==> src/rtl/sim_run_sequencer.sv <==
// Run controller for the fuzzing/IFT simulation top: holds the harness in
// reset, counts run cycles, gates the waveform dump window, detects
// pass/timeout and checks that main and variant harnesses finish in lockstep.
module sim_run_sequencer #(
   parameter int RESET_CYCLES = 16,
   parameter bit HAS_VARIANT  = 1'b1,
   parameter int SYNC_WINDOW  = 64
) (
   input  logic        clock,
   input  logic        reset,
   input  logic [63:0] cfg_max_cycles,
   input  logic [63:0] cfg_dump_start,
   input  logic [63:0] cfg_dump_len,
   input  logic        pause,
   input  logic [63:0] tohost_main,
   input  logic [63:0] tohost_var,
   output logic        harness_reset,
   output logic        dump_en,
   output logic [63:0] cycle_count,
   output logic        done,
   output logic        pass,
   output logic [1:0]  fail_code,
   output logic [2:0]  state
);

   localparam int HOLD_W = (RESET_CYCLES > 1) ? $clog2(RESET_CYCLES) : 1;
   localparam int WIN_W  = (SYNC_WINDOW > 1) ? $clog2(SYNC_WINDOW) : 1;
   localparam logic [HOLD_W-1:0] HOLD_LAST = HOLD_W'(RESET_CYCLES - 1);
   localparam logic [WIN_W-1:0]  WIN_LAST  = WIN_W'(SYNC_WINDOW - 1);

   typedef enum logic [2:0] {
      ST_RST_HOLD  = 3'd0,
      ST_RUN       = 3'd1,
      ST_WAIT_PEER = 3'd2,
      ST_PASS      = 3'd3,
      ST_FAIL      = 3'd4
   } state_e;

   state_e            state_q, state_d;
   logic [HOLD_W-1:0] hold_cnt_q, hold_cnt_d;
   logic [WIN_W-1:0]  win_cnt_q, win_cnt_d;
   logic [63:0]       cycle_count_q, cycle_count_d;
   logic              harness_reset_q, harness_reset_d;
   logic              dump_en_q, dump_en_d;
   logic              done_q, done_d;
   logic              pass_q, pass_d;
   logic [1:0]        fail_code_q, fail_code_d;
   // configuration frozen at the start of the run
   logic [63:0]       max_q, max_d;
   logic [63:0]       start_q, start_d;
   logic [63:0]       len_q, len_d;
   // first tohost seen while waiting for the other harness
   logic [63:0]       lat_val_q, lat_val_d;
   logic              lat_main_q, lat_main_d;

   logic [63:0] cnt_inc;
   logic        ev_main, ev_var, ev_peer, timeout;
   logic [63:0] peer_val;

   // dump window test; the end bound is 65 bits so start+len never wraps
   function automatic logic in_window(input logic [63:0] cnt,
                                      input logic [63:0] start,
                                      input logic [63:0] len);
      logic [64:0] stop;
      stop = {1'b0, start} + {1'b0, len};
      return (cnt >= start) && ((len == 64'd0) || ({1'b0, cnt} < stop));
   endfunction

   // next-state, counters and registered-output values
   always_comb begin
      state_d     = state_q;
      hold_cnt_d  = hold_cnt_q;
      win_cnt_d   = win_cnt_q;
      cycle_count_d = cycle_count_q;
      dump_en_d   = dump_en_q;
      fail_code_d = fail_code_q;
      max_d       = max_q;
      start_d     = start_q;
      len_d       = len_q;
      lat_val_d   = lat_val_q;
      lat_main_d  = lat_main_q;

      cnt_inc  = (cycle_count_q == '1) ? cycle_count_q : cycle_count_q + 64'd1;
      ev_main  = tohost_main[0];
      ev_var   = HAS_VARIANT && tohost_var[0];
      timeout  = (max_q != 64'd0) && (cycle_count_q >= max_q);
      ev_peer  = lat_main_q ? ev_var : ev_main;
      peer_val = lat_main_q ? tohost_var : tohost_main;

      unique case (state_q)
         ST_RST_HOLD: begin
            if (!pause) begin
               if (hold_cnt_q == HOLD_LAST) begin
                  state_d   = ST_RUN;
                  max_d     = cfg_max_cycles;
                  start_d   = cfg_dump_start;
                  len_d     = cfg_dump_len;
                  dump_en_d = in_window(cycle_count_q, cfg_dump_start, cfg_dump_len);
               end else begin
                  hold_cnt_d = hold_cnt_q + HOLD_W'(1);
                  dump_en_d  = (cfg_dump_start == 64'd0);
               end
            end
         end
         ST_RUN, ST_WAIT_PEER: begin
            if (!pause) begin
               cycle_count_d = cnt_inc;
               dump_en_d     = in_window(cnt_inc, start_q, len_q);
               win_cnt_d     = win_cnt_q + WIN_W'(1);
               if (timeout) begin
                  state_d     = ST_FAIL;
                  fail_code_d = 2'd1;
               end else if (state_q == ST_RUN) begin
                  if (!HAS_VARIANT) begin
                     if (ev_main) state_d = ST_PASS;
                  end else if (ev_main && ev_var) begin
                     if (tohost_main == tohost_var) begin
                        state_d = ST_PASS;
                     end else begin
                        state_d     = ST_FAIL;
                        fail_code_d = 2'd3;
                     end
                  end else if (ev_main || ev_var) begin
                     state_d    = ST_WAIT_PEER;
                     lat_main_d = ev_main;
                     lat_val_d  = ev_main ? tohost_main : tohost_var;
                     win_cnt_d  = '0;
                  end
               end else begin
                  // a repeat from the side that already fired is ignored
                  if (ev_peer) begin
                     if (peer_val == lat_val_q) begin
                        state_d = ST_PASS;
                     end else begin
                        state_d     = ST_FAIL;
                        fail_code_d = 2'd3;
                     end
                  end else if (win_cnt_q == WIN_LAST) begin
                     state_d     = ST_FAIL;
                     fail_code_d = 2'd2;
                  end
               end
            end
         end
         default: ;
      endcase

      if (state_d == ST_PASS || state_d == ST_FAIL) dump_en_d = 1'b0;
      if (state_d == ST_PASS) fail_code_d = 2'd0;
      harness_reset_d = (state_d == ST_RST_HOLD);
      done_d          = (state_d == ST_PASS) || (state_d == ST_FAIL);
      pass_d          = (state_d == ST_PASS);
   end

   // state and output registers; reset restarts the whole sequence
   always_ff @(posedge clock) begin
      if (reset) begin
         state_q         <= ST_RST_HOLD;
         hold_cnt_q      <= '0;
         win_cnt_q       <= '0;
         cycle_count_q   <= '0;
         harness_reset_q <= 1'b1;
         dump_en_q       <= 1'b0;
         done_q          <= 1'b0;
         pass_q          <= 1'b0;
         fail_code_q     <= 2'd0;
         max_q           <= '0;
         start_q         <= '0;
         len_q           <= '0;
         lat_val_q       <= '0;
         lat_main_q      <= 1'b0;
      end else begin
         state_q         <= state_d;
         hold_cnt_q      <= hold_cnt_d;
         win_cnt_q       <= win_cnt_d;
         cycle_count_q   <= cycle_count_d;
         harness_reset_q <= harness_reset_d;
         dump_en_q       <= dump_en_d;
         done_q          <= done_d;
         pass_q          <= pass_d;
         fail_code_q     <= fail_code_d;
         max_q           <= max_d;
         start_q         <= start_d;
         len_q           <= len_d;
         lat_val_q       <= lat_val_d;
         lat_main_q      <= lat_main_d;
      end
   end

   assign harness_reset = harness_reset_q;
   assign dump_en       = dump_en_q;
   assign cycle_count   = cycle_count_q;
   assign done          = done_q;
   assign pass          = pass_q;
   assign fail_code     = fail_code_q;
   assign state         = state_q;

endmodule
==> config.mk <==
export PLATFORM = sky130hd
export DESIGN_NAME = sim_run_sequencer
export DESIGN_NICKNAME = d
export VERILOG_FILES = /design/src/rtl/sim_run_sequencer.sv
export SDC_FILE = /design/constraint.sdc
export NUM_CORES = 2
export LEC_CHECK = 0
export ABC_AREA = 0
export CORE_AREA = 8 8 272 248
export DETAILED_ROUTE_END_ITERATION = 6
export DIE_AREA = 0 0 280 256
export DONT_BUFFER_PORTS = 1
export GPL_TIMING_DRIVEN = 0
export SLEW_MARGIN = 20
export SYNTH_ARGS = -nofsm -noshare
export SYNTH_HDL_FRONTEND = slang
export SYNTH_SLANG_ARGS = --single-unit
==> constraint.sdc <==
create_clock -name clock -period 10.95 [get_ports clock]
set_input_delay 2.19 -clock clock [delete_from_list [all_inputs] [get_ports clock]]
set_output_delay 2.19 -clock clock [all_outputs]
set_load 0.05 [all_outputs]
### Yosys cells after proc, flatten, opt, wreduce, memory -nomap -nowiden

Cells that the tools add are included.

* register bits after elaboration: 340
* input port bits: 323
* output and inout bits: 73

* eq/ne operators: 14
* reduce and logical (&&, ||, !) cells: 25
* order comparisons: 5
* bitwise operators: 4
* mux-type cells: 31
* $add $sub $neg: 5

Operators by type and width (count)
* 64-bit >= comparator: 3
* 64-bit zero test: 3
* 64-bit two-way mux: 3
* 64-bit by 64-bit adder with 65-bit output: 2
* 64-bit by 65-bit < comparator with 1-bit output: 2
* 64-bit == test: 2
* 64-bit by 1-bit adder with 64-bit output (second input constant): 1
* 64-bit == test (second input constant): 1
* 64-bit nonzero test: 1
* 3-bit two-way mux: 11
* 6-bit two-way mux: 4
* 2-bit two-way mux: 7
* 6-bit AND reduction: 2
* 3-bit AND reduction: 3
* 6-bit by 1-bit adder with 6-bit output (second input constant): 1
* 3-bit by 2-bit == test with 1-bit output (second input constant): 2
* 6-bit == test (second input constant): 1
* 3-bit zero test: 2
* 3-bit one-hot mux with 2 select lines: 1
* 2-bit OR reduction: 3
* 4-bit by 1-bit adder with 4-bit output (second input constant): 1
* 4-bit == test (second input constant): 1
* 1-bit logical AND: 4
* 1-bit logical OR: 4
* 12 further kinds: 19

### Depth between registers and ports, before layout

* depth in word-level cells: 11
* mapped depth: 27
* depth with buffers taken out: 27

### Worst setup path after synthesis

No wires, ideal clock.

* kind: input to register
* start point: input port cfg_dump_start[1]
* end point: register dump_en_q, in the netlist dump_en
* stages: 22
* arrival: 6.982 ns
* required time: 10.817 ns
* setup slack: 3.835 ns
* buffers on the path: 0
* path through: ha_1 > a21o_1 > a21oi_1 > o21ba_2 > o21ai_0 > a41oi_1 > o31ai_1 > a21boi_0 > o41ai_1 > nand3_1 > o21ai_0 > xnor2_1 > ha_1 > nand4_1 > or3_1 > nor4_1 > nand2_1 > o2111ai_1 > a31oi_1 > or4b_2 > o21bai_1 > a311oi_1

* word-level cells in the longest chain between the ends: 7

RTL lines
* from (decl): line 12 `input logic [63:0] cfg_dump_start,`
* 64-bit by 64-bit adder with 65-bit output: line 65 `stop = {1'b0, start} + {1'b0, len};`
* 64-bit by 65-bit < comparator with 1-bit output: line 66 `return (cnt >= start) && ((len == 64'd0) || ({1'b0, cnt} < stop));`
* 1-bit logical OR: line 66
* 1-bit logical AND: line 66
* 1-bit two-way mux *: line 93 `if (hold_cnt_q == HOLD_LAST) begin`
* 1-bit two-way mux *: line 92 `if (!pause) begin`
* 1-bit one-hot mux with 2 select lines *: line 90 `unique case (state_q)`
* to (signal assigned): line 178 `dump_en_q <= dump_en_d;`
* to (decl): line 44 `logic dump_en_q, dump_en_d;`

Mark *: on every way between the ends. The rest lies on a longest branch, timed or not. The select of a mux whose other input is x is not followed.
A chain may end at the register's enable or synchronous reset.

### Final worst setup path

Ends and elaborated chain as after synthesis.

==> metrics.txt <==
total congestion overflow=0; ys async rst share=0%; power consumption=2.96 mW; Max Slew Vio Count=0; Top FF cell, synth=dfxtp_1; IO Pins=396; core area=63,100 sq um; Layout fillers=6,347; RSZ-0062 raised after global routing=no; min Tclk post-route=8790 ps; max frequency=114 MHz; Crit. End Element=flip-flop; P per Cell Area=88.8 nW/um^2; clk_lat worst skew=580 ps; worst endpoint required time=11,380 ps; max cap viols=0; clock buffer depth=3; hold_buf cts=0; IO buf count=0; die height=256 um; post-synthesis register bit count=340; Total GRT Usage=32.0%; post-CTS setup buffer count=0; kind of critical path=input port to flip-flop; Residual DRC=0; Critical Path AT=9230 ps; CTS tree=done; Static Leak=13.8 nW; Reg clk slew, reported paths=60 ps; cells on worst reg2reg path=24; initial antenna violation count=14; Worst Path Max Fanout=5; Routed Antenna Nets=0; Pint=2.13 mW; Avg Cell Area, Syn=7.67 sq um; initial core utilization=49.1%; Unique masters post-synth=77; worst vdd ir=0.101 mV; CTS buffer count=38; worst clock skew=32.3 ps; global-route wire length before repair=178 mm; Slew @ Worst Pin=1260 ps; logic gate share of total power=14.7%; largest net degree at the start of global routing=13; Post-synth EDFFs=0; startpoint types=input port; Mapped Area=31,000 sq um; Final Cycle Share=80.3%; HPWL Detailed=98.7 mm; final hold vios=0; total number of vias=30,200; Synth area leaders=dfxtp_1 22%, ha_1 18%, a21oi_1 7.1%, nand2_1 6.9%, xnor2_1 6.0%; area leader, netlist=dfxtp_1; HP Class=flip-flop to flip-flop; worst relative slew slack=15.2%; sequential fraction of the synthesis area=22.0%; Synth Net Count=4,818; placer congestion estimate=0.953; share of layout cells above drive strength 1=2.31%; synth warn=0; vias in the first global route=27,800; area delta synth->final=7.45%; Hold Path Depth=2; initial DRC count=2,576; part of the power in the clock network=43.5%; DIE AREA=71,700 sq um; Syn Inst Count=4,041; drt pass-1 iters=5; sequential share of power=41.9%; die width=280 um; TNS Setup=0 ps; NetSw=0.829 mW; Resized cells post-CTS=0; H-tree levels=2; total wire length=121 mm; Setup-failing EPs final=0; routed len/inst=24.3 um; # clock sinks=340; Rows=88; Vias/cell=6.07; status=finished clean; net switching fraction of the power=28.0%; Final Hold Slack=471 ps; Synth top area share=22.0%; final net count=4,860; root buffer cell=clkbuf_16
## layer usage
layer	routed length, um	GRT usage (%)
met1	53600	43.6
met2	52800	49.8
met5	108	0
met3	10100	6.94
met4	4040	10.3
## power by group through the flow
stage / Combinational [mW] / Clock [mW] / Sequential, mW
floorplan: 0.321 / 0 / 1.27
global placement: 0.419 / 0 / 1.27
detailed placement: 0.421 / 0 / 1.27
CTS: 0.425 / 1.30 / 1.24
global route: 0.478 / 1.34 / 1.24
finish: 0.434 / 1.29 / 1.24
## critical path: stages
cell,delay (ps)
ha_1,260
a21o_1,110
a21oi_1,90
o21ba_2,220
o21ai_0,290
a41oi_1,380
o31ai_2,770
a21boi_0,420
o41ai_1,930
a21oi_1,360
o21ai_0,330
a21oi_1,120
xor2_1,210
ha_1,180
a21o_1,110
a21oi_1,60
o21ai_0,440
a211oi_1,160
o2111ai_1,160
a31oi_1,150
or4b_2,730
o21bai_1,400
a311oi_1,150
## flip-flops by register name (all words and copies together) (netlist names), 2 cells and up
register,count
state,3
start_q,64
len_q,64
hold_cnt_q,4
lat_val_q,64
win_cnt_q,6
fail_code,2
cycle_count,64
max_q,64
## per-stage QoR
| stage | util (%) | setup slack, ps | std cells | area, sq um |
|---|---|---|---|---|
| 5_1_grt | 52.8 | 1670 | 4968 | 33300 |
| 3_3_place_gp | 50.8 | 1280 | 4896 | 32100 |
| 4_1_cts | 52.8 | 2250 | 4964 | 33300 |
| 3_5_place_dp | 50.9 | 1670 | 4898 | 32100 |
| 6_report | 52.8 | 2160 | 4968 | 33300 |
| 2_1_floorplan | - | 3840 | 4041 | 31000 |
## Yosys cell counts (all sizes together) (6+ instances only)
| master | count |
|---|---|
| dfxtp | 340 |
| xnor2 | 213 |
| xor2 | 133 |
| nor2 | 258 |
| o211ai | 9 |
| nor3 | 38 |
| nor4 | 106 |
| ha | 452 |
| nor3b | 7 |
| a31oi | 20 |
| nand2b | 38 |
| or2 | 7 |
| nor2b | 29 |
| a21o | 160 |
| a311oi | 6 |
| a21oi | 441 |
| mux2i | 128 |
| a2111oi | 17 |
| a211oi | 91 |
| a221oi | 6 |
| o31ai | 7 |
| or4 | 6 |
| clkbuf | 145 |
| o41ai | 8 |
| a211o | 8 |
| and2 | 12 |
| buf | 19 |
| nand4 | 132 |
| nand2 | 569 |
| o21bai | 23 |
| nand3 | 66 |
| and4 | 10 |
| o22ai | 10 |
| and3 | 23 |
| o21a | 14 |
| inv | 248 |
| o31a | 6 |
| o21ai | 146 |
| or3 | 36 |
## cells in the final DEF, fill, tap and decap left out, types with 9 or more instances in the layout
cell,count
and4_1,10
a21oi_1,441
inv_1,248
a211oi_1,91
o211ai_1,9
ha_1,452
nand2b_1,37
a21o_1,160
o21bai_1,23
a31oi_1,20
nor3_1,37
nand4_1,131
xor2_1,133
nor4_1,103
nand3_1,64
and3_1,23
o21a_1,14
xnor2_1,213
clkbuf_16,39
or3_1,35
nand2_1,569
buf_1,14
nor2b_1,29
o21ai_0,145
nor2_1,256
a2111oi_0,17
mux2i_1,128
dfxtp_1,340
o22ai_1,10
and2_1,12
clkbuf_1,158
## cell type report
cell class                 instances  area [sq um]  area share [%]
antenna                            4          10.0          0.0301
clock buffer                      58          1100            3.29
buffer                           164           634            1.90
sequential                       340          6810            20.4
multi-input combinational       3289         22700            68.0
inverter                         248           931            2.79
timing repair buffer               2          12.5          0.0376
clock inverter                     8          92.6           0.278
tap                              855          1070            3.21
## final timing paths
kind	startpoint	to	slack, ps
setup / recovery	cfg_dump_start[1]	dump_en	2160
hold / removal	max_q[29]	max_q[29]	470
setup reg to reg	len_q[0]	dump_en	3380
hold reg to reg	max_q[29]	max_q[29]	470
## logic make-up after synthesis
kind of cell / after synthesis / synth area share, %
compound gates: 1015 / 20.1
buf+inv: 412 / 5.05
mux: 129 / 4.17
xor+xnor: 346 / 9.78
fa+ha+maj: 454 / 18.4
flops: 340 / 22.0
simple gates: 1345 / 20.5
(Power assumes the default switching activity.)
